--- src/rtl/en_burst_gen_if.sv ---
// Bundle for en_burst_gen: run control and config in, enable/status out.
// EN_BURST_GEN_PAUSE_EN adds the pause request line.
interface en_burst_gen_if #(
  parameter int unsigned ON_W  = 4,
  parameter int unsigned OFF_W = 4,
  parameter int unsigned REP_W = 4
);
  logic             start;
  logic             abort;
  logic [ON_W-1:0]  on_len;
  logic [OFF_W-1:0] off_len;
  logic [REP_W-1:0] rep_cnt;
  logic             enable;
  logic             busy;
  logic             done;
  logic [REP_W-1:0] burst_idx;
`ifdef EN_BURST_GEN_PAUSE_EN
  logic             pause;

  modport master (
    output start, abort, on_len, off_len, rep_cnt, pause,
    input  enable, busy, done, burst_idx
  );
  modport slave (
    input  start, abort, on_len, off_len, rep_cnt, pause,
    output enable, busy, done, burst_idx
  );
`else
  modport master (
    output start, abort, on_len, off_len, rep_cnt,
    input  enable, busy, done, burst_idx
  );
  modport slave (
    input  start, abort, on_len, off_len, rep_cnt,
    output enable, busy, done, burst_idx
  );
`endif
endinterface

--- src/rtl/en_burst_gen.sv ---
// Burst enable generator: rep_cnt bursts of on_len high cycles separated by off_len low cycles.
// Optional EN_BURST_GEN_PAUSE_EN freezes a run while pause is high.
module en_burst_gen #(
  parameter int unsigned ON_W  = 4,
  parameter int unsigned OFF_W = 4,
  parameter int unsigned REP_W = 4
) (
  input logic             clk,
  input logic             reset,
  en_burst_gen_if.slave   bus
);
  typedef enum logic [1:0] {ST_IDLE, ST_ON, ST_OFF, ST_DONE} state_t;

  state_t           r_state;
  logic [ON_W-1:0]  r_on_len;
  logic [ON_W-1:0]  r_on_cnt;
  logic [OFF_W-1:0] r_off_len;
  logic [OFF_W-1:0] r_off_cnt;
  logic [REP_W-1:0] r_rep;
  logic [REP_W-1:0] r_idx;
  logic             r_enable;
  logic             r_busy;
  logic             r_done;
  logic             r_act;

  logic w_run;
  logic w_pz;
  logic w_frz;

  assign w_run = (r_state == ST_ON) || (r_state == ST_OFF);
`ifdef EN_BURST_GEN_PAUSE_EN
  assign w_pz = w_run && bus.pause;
`else
  assign w_pz = 1'b0;
`endif
  // r_act marks whether the current cycle is a live (unpaused) run cycle; only
  // live cycles advance the phase counter, so paused cycles never count.
  assign w_frz = w_run && !r_act;

  always_ff @(posedge clk) begin
    if (reset) begin
      r_state   <= ST_IDLE;
      r_on_len  <= '0;
      r_on_cnt  <= '0;
      r_off_len <= '0;
      r_off_cnt <= '0;
      r_rep     <= '0;
      r_idx     <= '0;
      r_enable  <= 1'b0;
      r_busy    <= 1'b0;
      r_done    <= 1'b0;
      r_act     <= 1'b1;
    end else if (bus.abort && w_run) begin
      r_state  <= ST_IDLE;
      r_idx    <= '0;
      r_enable <= 1'b0;
      r_busy   <= 1'b0;
      r_done   <= 1'b0;
      r_act    <= 1'b1;
    end else begin
      r_act <= !w_pz;
      case (r_state)
        ST_IDLE: begin
          r_idx <= '0;
          if (bus.start && !bus.abort) begin
            r_on_len  <= bus.on_len;
            r_off_len <= bus.off_len;
            r_rep     <= bus.rep_cnt;
            if ((bus.on_len == '0) || (bus.rep_cnt == '0)) begin
              r_state <= ST_DONE;
              r_done  <= 1'b1;
            end else begin
              r_state  <= ST_ON;
              r_on_cnt <= bus.on_len;
              r_enable <= 1'b1;
              r_busy   <= 1'b1;
            end
          end
        end
        ST_ON: begin
          if (w_frz) begin
            r_enable <= !w_pz;
          end else if (r_on_cnt == ON_W'(1)) begin
            if (r_idx == r_rep - REP_W'(1)) begin
              r_state  <= ST_DONE;
              r_enable <= 1'b0;
              r_busy   <= 1'b0;
              r_done   <= 1'b1;
            end else if (r_off_len != '0) begin
              r_state   <= ST_OFF;
              r_off_cnt <= r_off_len;
              r_enable  <= 1'b0;
            end else begin
              r_on_cnt <= r_on_len;
              r_idx    <= r_idx + REP_W'(1);
              r_enable <= !w_pz;
            end
          end else begin
            r_on_cnt <= r_on_cnt - ON_W'(1);
            r_enable <= !w_pz;
          end
        end
        ST_OFF: begin
          if (!w_frz) begin
            if (r_off_cnt == OFF_W'(1)) begin
              r_state  <= ST_ON;
              r_on_cnt <= r_on_len;
              r_idx    <= r_idx + REP_W'(1);
              r_enable <= !w_pz;
            end else begin
              r_off_cnt <= r_off_cnt - OFF_W'(1);
            end
          end
        end
        ST_DONE: begin
          r_state <= ST_IDLE;
          r_done  <= 1'b0;
          r_idx   <= '0;
        end
        default: r_state <= ST_IDLE;
      endcase
    end
  end

  assign bus.enable    = r_enable;
  assign bus.busy      = r_busy;
  assign bus.done      = r_done;
  assign bus.burst_idx = r_idx;
endmodule

--- src/flat_wrapper.sv ---
// flat-port wrapper written by rule: the top's interface ports become plain ports
module en_burst_gen_flat 
#(
  parameter int unsigned ON_W  = 4,
  parameter int unsigned OFF_W = 4,
  parameter int unsigned REP_W = 4
)
  (clk, reset, bus_start, bus_abort, bus_on_len, bus_off_len, bus_rep_cnt, bus_enable, bus_busy, bus_done, bus_burst_idx);
  en_burst_gen_if #(.ON_W(ON_W), .OFF_W(OFF_W), .REP_W(REP_W)) bus_i ();
  input logic clk;
  input logic reset;
  input wire logic [$bits(bus_i.start)-1:0] bus_start;
  input wire logic [$bits(bus_i.abort)-1:0] bus_abort;
  input wire logic [$bits(bus_i.on_len)-1:0] bus_on_len;
  input wire logic [$bits(bus_i.off_len)-1:0] bus_off_len;
  input wire logic [$bits(bus_i.rep_cnt)-1:0] bus_rep_cnt;
  output wire logic [$bits(bus_i.enable)-1:0] bus_enable;
  output wire logic [$bits(bus_i.busy)-1:0] bus_busy;
  output wire logic [$bits(bus_i.done)-1:0] bus_done;
  output wire logic [$bits(bus_i.burst_idx)-1:0] bus_burst_idx;
  assign bus_i.start = bus_start;
  assign bus_i.abort = bus_abort;
  assign bus_i.on_len = bus_on_len;
  assign bus_i.off_len = bus_off_len;
  assign bus_i.rep_cnt = bus_rep_cnt;
  assign bus_enable = bus_i.enable;
  assign bus_busy = bus_i.busy;
  assign bus_done = bus_i.done;
  assign bus_burst_idx = bus_i.burst_idx;
  en_burst_gen #(.ON_W(ON_W), .OFF_W(OFF_W), .REP_W(REP_W)) u_core (.clk(clk), .reset(reset), .bus(bus_i));
endmodule
--- config.mk ---
export PLATFORM = sky130hd
export DESIGN_NAME = en_burst_gen_flat
export DESIGN_NICKNAME = d
export VERILOG_FILES = /design/src/rtl/en_burst_gen_if.sv /design/src/rtl/en_burst_gen.sv /design/src/flat_wrapper.sv
export SDC_FILE = /design/constraint.sdc
export NUM_CORES = 1
export LEC_CHECK = 0
export ABC_CLOCK_PERIOD_IN_PS = 1850
export BUFFER_PORTS_ARGS = -buffer_cell sky130_fd_sc_hd__clkbuf_2
export CAP_MARGIN = 20
export CELL_PAD_IN_SITES_DETAIL_PLACEMENT = 2
export CELL_PAD_IN_SITES_GLOBAL_PLACEMENT = 2
export CORE_MARGIN = 8
export CORE_UTILIZATION = 31
export DETAILED_ROUTE_END_ITERATION = 12
export PLACE_DENSITY = 0.73
export SKIP_CTS_REPAIR_TIMING = 1
export SYNTH_ARGS = -nofsm -noshare
export SYNTH_HDL_FRONTEND = slang
export SYNTH_SLANG_ARGS = --single-unit
--- constraint.sdc ---
create_clock -name clk -period 1.85 [get_ports clk]
set_clock_uncertainty 0.1 [all_clocks]
set_input_delay 0.0925 -clock clk [delete_from_list [all_inputs] [get_ports clk]]
set_output_delay 0.0925 -clock clk [all_outputs]
set_load 0.1 [all_outputs]
==> results of run 1 <==
## cell families after synthesis
group	count (synthesis)
XOR/XNOR	8
AND/OR/NAND/NOR	80
buffers and inverters	23
flip-flops	29
AO/OA/AOI/OAI	65
adder cells (fa/ha/maj)	12
multiplexers	16
## worst reg2reg max path, stage by stage, from the launching register on
cell	delay [ns]
dfxtp_2	0.35
inv_2	0.07
buf_4	0.16
ha_4	0.24
a32oi_2	0.33
inv_1	0.14
or4_1	0.56
a21oi_1	0.17
## cell usage in the layout, fill, tap and decap left out, drive strengths merged, types with 3 or more instances in the layout
cell type    Yosys  final
clkbuf           8     30
mux2i           15     15
buf              1     65
xnor2            4      4
nor3             4      4
o31ai            3      3
o21ai           14     14
nand3           10     10
a31oi            3      3
a21oi           18     18
or3              4      4
nand2b           5      5
xor2             3      3
o211ai           6      6
nor2            25     25
a22oi            3      3
nor4             3      3
o2111ai          3      3
nand2           12     12
dlygate4sd3      0      7
dfxtp           29     29
inv             14     14
ha              12     12
## synth_stat cells, types with 4 or more instances
library cell / instances
or3_1: 4
nand3_1: 10
ha_1: 12
mux2i_1: 15
o211ai_1: 6
a21oi_1: 18
o21ai_0: 11
inv_1: 14
xnor2_1: 4
dfxtp_1: 29
nor2_1: 25
clkbuf_1: 8
nand2_1: 12
nand2b_1: 5
## flip-flops by register name (all words and copies together) (netlist names)
signal                cells
u_core.bus.burst_idx      4
u_core.bus.busy           1
u_core.bus.done           1
u_core.bus.enable         1
u_core.r_off_cnt          4
u_core.r_off_len          4
u_core.r_on_cnt           4
u_core.r_on_len           4
u_core.r_rep              4
u_core.r_state            2
## metrics by stage
stage	instances	hold slack, ns	setup TNS [ns]	instance area [um^2]
5_1_grt	401	-0.0173	-3.79	3010
2_1_floorplan	233	0.136	-0.442	1970
3_5_place_dp	375	0.246	-2.87	2540
3_3_place_gp	375	0.224	-1.79	2540
6_report	401	-0.0472	-2.69	3010
4_1_cts	383	-0.0492	-3.49	2630
## layer usage
| metal | global-route usage [%] | vias up | part of all wire, % |
|---|---|---|---|
| li1 | - | 1030 | - |
| met1 | 18.9 | 1135 | 39 |
| met2 | 31.7 | 81 | 52 |
| met3 | 3.17 | 35 | 4.8 |
| met4 | 6.63 | 0 | 4.6 |
| met5 | 0 | - | 0 |
## area by class of cell
class | instances | share of cell area, %
multi-input combinational | 181 | 49.6
timing repair buffer | 94 | 22.7
inverter | 14 | 1.74
tap | 75 | 3.11
clock buffer | 8 | 2.99
sequential | 29 | 19.9
## worst max-delay path by stage
stage               depth (start not counted)                            startpoint  slack (ns)                               end
floorplan                                   5  u_core.bus.burst_idx[2]$_SDFFE_PP0P_       -0.15  u_core.r_off_cnt[1]$_SDFFE_PP0P_
global placement                            7          u_core.r_rep[0]$_SDFFE_PP0P_       -0.22  u_core.r_off_cnt[1]$_SDFFE_PP0P_
detailed placement                          7          u_core.r_rep[0]$_SDFFE_PP0P_       -0.30  u_core.r_off_cnt[1]$_SDFFE_PP0P_
CTS                                         7          u_core.r_rep[0]$_SDFFE_PP0P_       -0.34  u_core.r_off_cnt[1]$_SDFFE_PP0P_
global route                                7       u_core.r_on_cnt[1]$_SDFFE_PP0P_       -0.38  u_core.r_off_cnt[0]$_SDFFE_PP0P_
finish                                      7        u_core.r_state[1]$_SDFFE_PP0P_       -0.35  u_core.r_off_cnt[0]$_SDFFE_PP0P_
## where the power goes
group | switching [W] | internal, W
combinational | 0.00164 | 0.00119
clock | 0.000272 | 0.000304
sequential | 0.000123 | 0.000763
==> impl_metrics.tcl, run 1 <==
set metrics [dict create \
    status "finished with violations" \
    violations "negative hold slack, negative setup slack" \
    synth_edf_count 0 \
    clockRootBuffer "clkbuf_8" \
    critical_path_required_ns 1.96 \
    worstHoldStart "bus_off_len[1]" \
    cts_buffers 5 \
    crit_arrival_ns 2.31 \
    synth.distinct_cells 52 \
    cpLargestDelayFamily "simple AND/OR/NAND/NOR gates" \
    min_period_ns 2.20 \
    cp-end-kind "flop" \
    hold_viol_final 3 \
    rrSetupSlack_ns -0.35 \
    cellPowerDensity_nw_per_um2 1420 \
    reg2reg_depth 7 \
    seq_area_frac_synth_pct 30.3 \
    yosysWarnings 0 \
    ant_nets 0 \
    yosysTopAreaCellShare_pct 30.3 \
    setup_viol 17 \
    min_path_type "input pin to flop" \
    final_util_pct 50.6 \
    wl_per_cell_um 25.0 \
    synthXorXnorAreaFrac_pct 4.44 \
    path_cells "inv_2 -> buf_4 -> ha_4 -> a32oi_2 -> inv_1 -> or4_1 -> a21oi_1" \
    slew_headroom_pct 61.2 \
    min_to "u_core.r_off_len[1]$_SDFFE_PP0P_" \
    rsz0062_at_grt "yes" \
    die_h_um 94.6 \
    port_buffers 22 \
    avgSynthCellArea_um2 8.23 \
    maxCapViolCount 0 \
    yosys.area_share.simple_pct 22.1 \
    vias 2281 \
    finalWeightedCongestion 0.836 \
    grt_pass1_wl_mm 11.9 \
    antenna-diode-count 0 \
    yosysTopAreaCell "dfxtp_1" \
    clk_latency_ns 0.29 \
    grt_antenna_before_repair 0 \
    cp-start-kind "flop" \
    finalCritPeriodShare_pct 119 \
    fin_ws_ns -0.348 \
    pre_cts_ws_ns -0.303 \
    crit_buf_inv 3 \
    path_clk_slew_ns 0.07 \
    seqCellArea_um2 599 \
    fp.coreArea_um2 5960 \
    grt_use_total_pct 17.2 \
    ir_drop_mv 0.629 \
    leakage_nw 1.30 \
    syn-cell-area_um2 1920 \
    tritoncts "done" \
    hold_ws_ns -0.0472 \
    synth_top_family_by_area "compound AO/OA/AOI/OAI gates" \
    viasPerCell 5.69 \
    nets 353 \
    syn-instance-count 233 \
    drive_gt1_share_pct 45.1 \
    dpl.hpwl_mm 5.63 \
    clock_path_buffers 2 \
    routed_wl_mm 10.0 \
    critical_path_class "flop to flop" \
    htree_levels 2 \
    rr_startpoint "u_core.r_state[1]$_SDFFE_PP0P_" \
    rows 28 \
    slew_violations 0 \
    drc 0 \
    cpMaxStageDelayCell "or4_1" \
    synthMuxAreaShare_pct 8.42 \
    multi_input_area_um2 1500 \
    synth_nets 261 \
    fp.dieArea_um2 8960 \
    total_power_w 0.00429 \
    grt-ovfl-total 0 \
    synth_area_leaders "dfxtp_1 (30%), ha_1 (7.8%), mux2i_1 (7.8%)" \
    grt_max_degree 22 \
    grt_pass1_vias 2407 \
    timing.fmax_ghz 0.455 \
    regToRegEndpoint "u_core.r_off_cnt[0]$_SDFFE_PP0P_" \
    clock_sinks 29 \
    critPathMaxStageDelay_ns 0.56 \
    fillers 636 \
    dieWidth_um 94.6 \
    area_growth_pct 57.2 \
    boundaryPins 23 \
    synth_compound_area_share_pct 22.5 \
    start_util_pct 32.2 \
    drtIter0Drc 128 \
    drt-pass1-iter-count 5 \
    synth-seq-cells 29 \
    tightest_slew_ns 0.578 \
    holdPathStages 3 \
    path_max_fanout 4 \
    synthAdderAreaFrac_pct 7.83 \
    ys_dominant_reg_cell "dfxtp_1" \
    async_flop_share_pct 0 \
]
Power figures use the tool's default switching activity.
==> run 2, diff against run 1 <==
- CORE_ASPECT_RATIO: unset -> 0.5
==> impl_metrics.tcl, run 2 (synthesis results as in run 1) <==
set metrics [dict create \
    port_buffers 22 \
    drt-pass1-iter-count 4 \
    critical_path_required_ns 1.96 \
    path_clk_slew_ns 0.06 \
    grt-ovfl-total 0 \
    cellPowerDensity_nw_per_um2 1530 \
    fin_ws_ns -0.270 \
    area_growth_pct 59.1 \
    clk_latency_ns 0.29 \
    leakage_nw 1.29 \
    cp-end-kind "flop" \
    clock_sinks 29 \
    fin_cells 407 \
    grt_use_total_pct 17.8 \
    final_cell_mix "buf_4 (57), nor2_1 (24), clkbuf_2 (22)" \
    crit_arrival_ns 2.23 \
    layout_commonest_cell "buf_4" \
    start_util_pct 31.8 \
    viasPerCell 5.51 \
    maxCapViolCount 0 \
    p_sw_share_pct 45.7 \
    clock_path_buffers 2 \
    cp-start-kind "flop" \
    setup_tns_ns -2.34 \
    finalWeightedCongestion 0.819 \
    antenna-diode-count 0 \
    routed_wl_mm 9.93 \
    slew_violations 0 \
    dieWidth_um 127 \
    grt_pass1_vias 2371 \
    tightest_slew_ns 0.703 \
    seqPwrFrac_pct 19.0 \
    vias 2244 \
    p_clk_share_pct 18.6 \
    grt_pass1_wl_mm 12.7 \
    drtIter0Drc 115 \
    min_path_type "input pin to flop" \
    pwr-share-comb_pct 62.4 \
    path_max_fanout 4 \
    hold_viol_final 1 \
    status "finished with violations" \
    drc 0 \
    fp.dieArea_um2 9110 \
    hold_ws_ns -0.0273 \
    clockRootBuffer "clkbuf_16" \
    total_power_w 0.00467 \
    fp.coreArea_um2 6030 \
    boundaryPins 23 \
    place_inst 386 \
    grt_antenna_before_repair 0 \
    rows 20 \
    p_int_w 0.00254 \
    tritoncts "done" \
    wl_per_cell_um 24.4 \
    dpl.hpwl_mm 5.86 \
    cts_buffers 5 \
    die_h_um 71.6 \
    min_period_ns 2.12 \
    grt_max_degree 23 \
    rsz0062_at_grt "yes" \
    critical_path_class "flop to flop" \
    timing.fmax_ghz 0.472 \
    drive_gt1_share_pct 47.3 \
    htree_levels 2 \
    finalCritPeriodShare_pct 115 \
    nets 346 \
    violations "negative hold slack, negative setup slack" \
    ir_drop_mv 0.671 \
    p_sw_w 0.00213 \
    ant_nets 0 \
    setup_viol 15 \
    slew_headroom_pct 52.7 \
]
## run 2: cell count changes in the layout (fill, tap and decap cells not counted), moves of 2 or more
cell | before | now
nand2_2 | 1 | 3
clkbuf_8 | 6 | 1
buf_4 | 62 | 57
nand2_1 | 11 | 9
o21ai_1 | 1 | 3
clkbuf_16 | 0 | 5
dlygate4sd3_1 | 7 | 2
buf_6 | 2 | 5
## run 2: layout make-up
| cell class | count | area (um^2) |
|---|---|---|
| Timing Repair Buffer | 87 | 629 |
| Fill cell | 627 | 2980 |
| Inverter | 14 | 52.6 |
| Clock buffer | 8 | 146 |
| Multi-Input combinational cell | 181 | 1510 |
| Tap cell | 88 | 110 |
| Sequential cell | 29 | 599 |
## run 2: through the flow
stage / area (um^2) / worst slack [ns] / utilization, % / hold slack [ns]
floorplan: 1970 / -0.148 / - / 0.136
detailed placement: 2540 / -0.272 / 42.1 / 0.239
global route: 3050 / -0.274 / 50.6 / 0.0140
finish: 3050 / -0.270 / 50.6 / -0.0273
global placement: 2540 / -0.234 / 42.1 / 0.221
CTS: 2690 / -0.369 / 44.6 / -0.0474
## run 2: path summary, 6_finish.rpt
check	start	end	slack, ns	cells past startpoint
worst min-delay path	bus_rep_cnt[0]	u_core.r_rep[0]$_SDFFE_PP0P_	-0.03	3
worst max-delay path	u_core.r_off_cnt[0]$_SDFFE_PP0P_	u_core.r_off_cnt[3]$_SDFFE_PP0P_	-0.27	6
worst max register to register	u_core.r_off_cnt[0]$_SDFFE_PP0P_	u_core.r_off_cnt[3]$_SDFFE_PP0P_	-0.27	6
worst min register to register	u_core.bus.done$_SDFFE_PP0P_	u_core.bus.done$_SDFFE_PP0P_	0.40	2
## run 2: critical path, stage by stage, from the launching register on
cell and delay (ns):
dfxtp_1 0.39, ha_4 0.15, or3b_4 0.42, and2_1 0.21, a41oi_1 0.39, o21ai_1 0.17
a21oi_1 0.20
## run 2: power by group through the flow
stage / clock, W / combinational, W / sequential, W
6_report: 0.000869 / 0.00291 / 0.000886
5_1_grt: 0.000889 / 0.00307 / 0.000893
4_1_cts: 0.000846 / 0.00226 / 0.000859
3_5_place_dp: 0 / 0.00221 / 0.000866
3_3_place_gp: 0 / 0.00210 / 0.000855
2_1_floorplan: 0 / 0.00110 / 0.00111
## run 2: per-layer routing
layer  vias up  track usage (%)  wire (um)
met2        52             30.8       4860
met4         0             5.75        227
li1       1019                -          -
met1      1156             22.0       4510
met5         -                0          0
met3        17             3.33        339
==> run 3, diff against run 2 <==
- ABC_CLOCK_PERIOD_IN_PS: 1850 -> 1730
- clock period: 1.85 -> 1.73 ns (I/O delays scaled with it)
==> impl_metrics.tcl, run 3 (synthesis results as in run 1) <==
set metrics [dict create \
    clock_path_buffers 2 \
    finalWeightedCongestion 0.817 \
    cpMaxStageDelayCell "or3b_4" \
    layout_commonest_cell "buf_4" \
    fp.coreArea_um2 6030 \
    vias 2401 \
    clk_latency_ns 0.29 \
    grt-ovfl-total 0 \
    cts_buffers 5 \
    drtIter0Drc 219 \
    dpl.hpwl_mm 6.49 \
    crit_arrival_ns 2.21 \
    grt_use_total_pct 19.4 \
    met2WireLength_mm 5.52 \
    p_clk_share_pct 17.6 \
    hold_ws_ns -0.0282 \
    met3_length_um 607 \
    p_int_w 0.00267 \
    hold_viol_final 2 \
    nets 354 \
    status "finished with violations" \
    path_clk_slew_ns 0.05 \
    port_buffers 22 \
    drc 0 \
    final_cell_mix "buf_4 (66), nor2_1 (24), clkbuf_2 (22)" \
    clockRootBuffer "clkbuf_16" \
    drt-pass1-iter-count 4 \
    start_util_pct 31.8 \
    finalCritPeriodShare_pct 124 \
    grt_pass1_wl_mm 13.9 \
    path_cells "ha_1 -> or3b_4 -> a21oi_4 -> o211ai_1 -> buf_4 -> o21ai_1 -> a21oi_1" \
    critical_path_class "flop to flop" \
    slew_violations 0 \
    pre_cts_ws_ns -0.434 \
    p_sw_share_pct 47.4 \
    min_period_ns 2.15 \
    tritoncts "done" \
    violations "negative hold slack, negative setup slack" \
    boundaryPins 23 \
    m1WireLength_mm 4.84 \
    critPathMaxStageDelay_ns 0.44 \
    maxCapViolCount 0 \
    critical_path_required_ns 1.79 \
    viasPerCell 5.79 \
    slew_headroom_pct 62.6 \
    total_power_w 0.00508 \
    drive_gt1_share_pct 48.6 \
    rows 20 \
    p_sw_w 0.00240 \
    cp-start-kind "flop" \
    setup_viol 17 \
    timing.fmax_ghz 0.464 \
    htree_levels 2 \
    dieWidth_um 127 \
    final_util_pct 51.9 \
    routed_wl_mm 11.4 \
    min_path_type "input pin to flop" \
    wl_per_cell_um 27.5 \
    fin_ws_ns -0.423 \
    grt_antenna_before_repair 0 \
    cellPowerDensity_nw_per_um2 1620 \
    area_growth_pct 63.2 \
    top_layer_used "met4" \
    seqPwrFrac_pct 19.0 \
    ir_drop_mv 0.989 \
    cp-end-kind "flop" \
    grt_pass1_vias 2474 \
    tightest_slew_ns 0.564 \
    die_h_um 71.6 \
    setup_tns_ns -5.55 \
    rsz0062_at_grt "yes" \
    antenna-diode-count 0 \
    pwr-share-comb_pct 63.4 \
    fp.dieArea_um2 9110 \
    clock_sinks 29 \
    ant_nets 0 \
    path_max_fanout 4 \
    grt_max_degree 19 \
    leakage_nw 1.35 \
]
[run 3: cell count changes in the layout (fill, tap and decap cells not counted), sizes merged]
cell,change
buf,+6
clkbuf,-2
clkinv,+2
dlygate4sd3,+2
[run 3: final timing paths]
| check | from | end | slack [ns] | depth (start not counted) |
|---|---|---|---|---|
| max | u_core.r_off_cnt[0]$_SDFFE_PP0P_ | u_core.r_on_cnt[0]$_SDFFE_PP0P_ | -0.42 | 7 |
| min reg2reg | u_core.bus.done$_SDFFE_PP0P_ | u_core.bus.done$_SDFFE_PP0P_ | 0.41 | 2 |
| max reg2reg | u_core.r_off_cnt[0]$_SDFFE_PP0P_ | u_core.r_on_cnt[0]$_SDFFE_PP0P_ | -0.42 | 7 |
| min | bus_off_len[1] | u_core.r_off_len[1]$_SDFFE_PP0P_ | -0.03 | 3 |
[run 3: worst max-delay path: cells and delay by family (launching register included)]
kind / cells / cell delay [ns]
AOI/OAI and AO/OA: 4 / 0.68
adders and majority gates: 1 / 0.21
buffers and inverters: 1 / 0.20
DFF: 1 / 0.41
and+or+nand+nor: 1 / 0.44
[run 3: layer usage]
| metal | global-route usage [%] | up-vias |
|---|---|---|
| li1 | - | 1035 |
| met1 | 23.6 | 1251 |
| met2 | 35.0 | 81 |
| met3 | 2.81 | 34 |
| met4 | 5.75 | 0 |
| met5 | 0 | - |
[run 3: cell type report]
cell class	instances	area [um^2]
Clock buffer	6	129
Clock inverter	2	10.0
Fill cell	618	2900
Inverter	14	52.6
Multi-Input combinational cell	181	1530
Sequential cell	29	598
Tap cell	88	110
Timing Repair Buffer	95	697
[run 3: power by group through the flow]
| stage | Sequential [W] | Combinational [W] | Clock (W) |
|---|---|---|---|
| after floorplan | 0.00118 | 0.00118 | 0 |
| after global placement | 0.000922 | 0.00233 | 0 |
| after detailed placement | 0.000940 | 0.00248 | 0 |
| after CTS | 0.000933 | 0.00258 | 0.000859 |
| after global routing | 0.000972 | 0.00337 | 0.000930 |
| final | 0.000964 | 0.00322 | 0.000892 |
[run 3: stage by stage]
stage	cells	cell area (um^2)
after floorplan	233	1970
after global placement	391	2590
after detailed placement	391	2590
after CTS	399	2730
after global routing	415	3130
final	415	3130
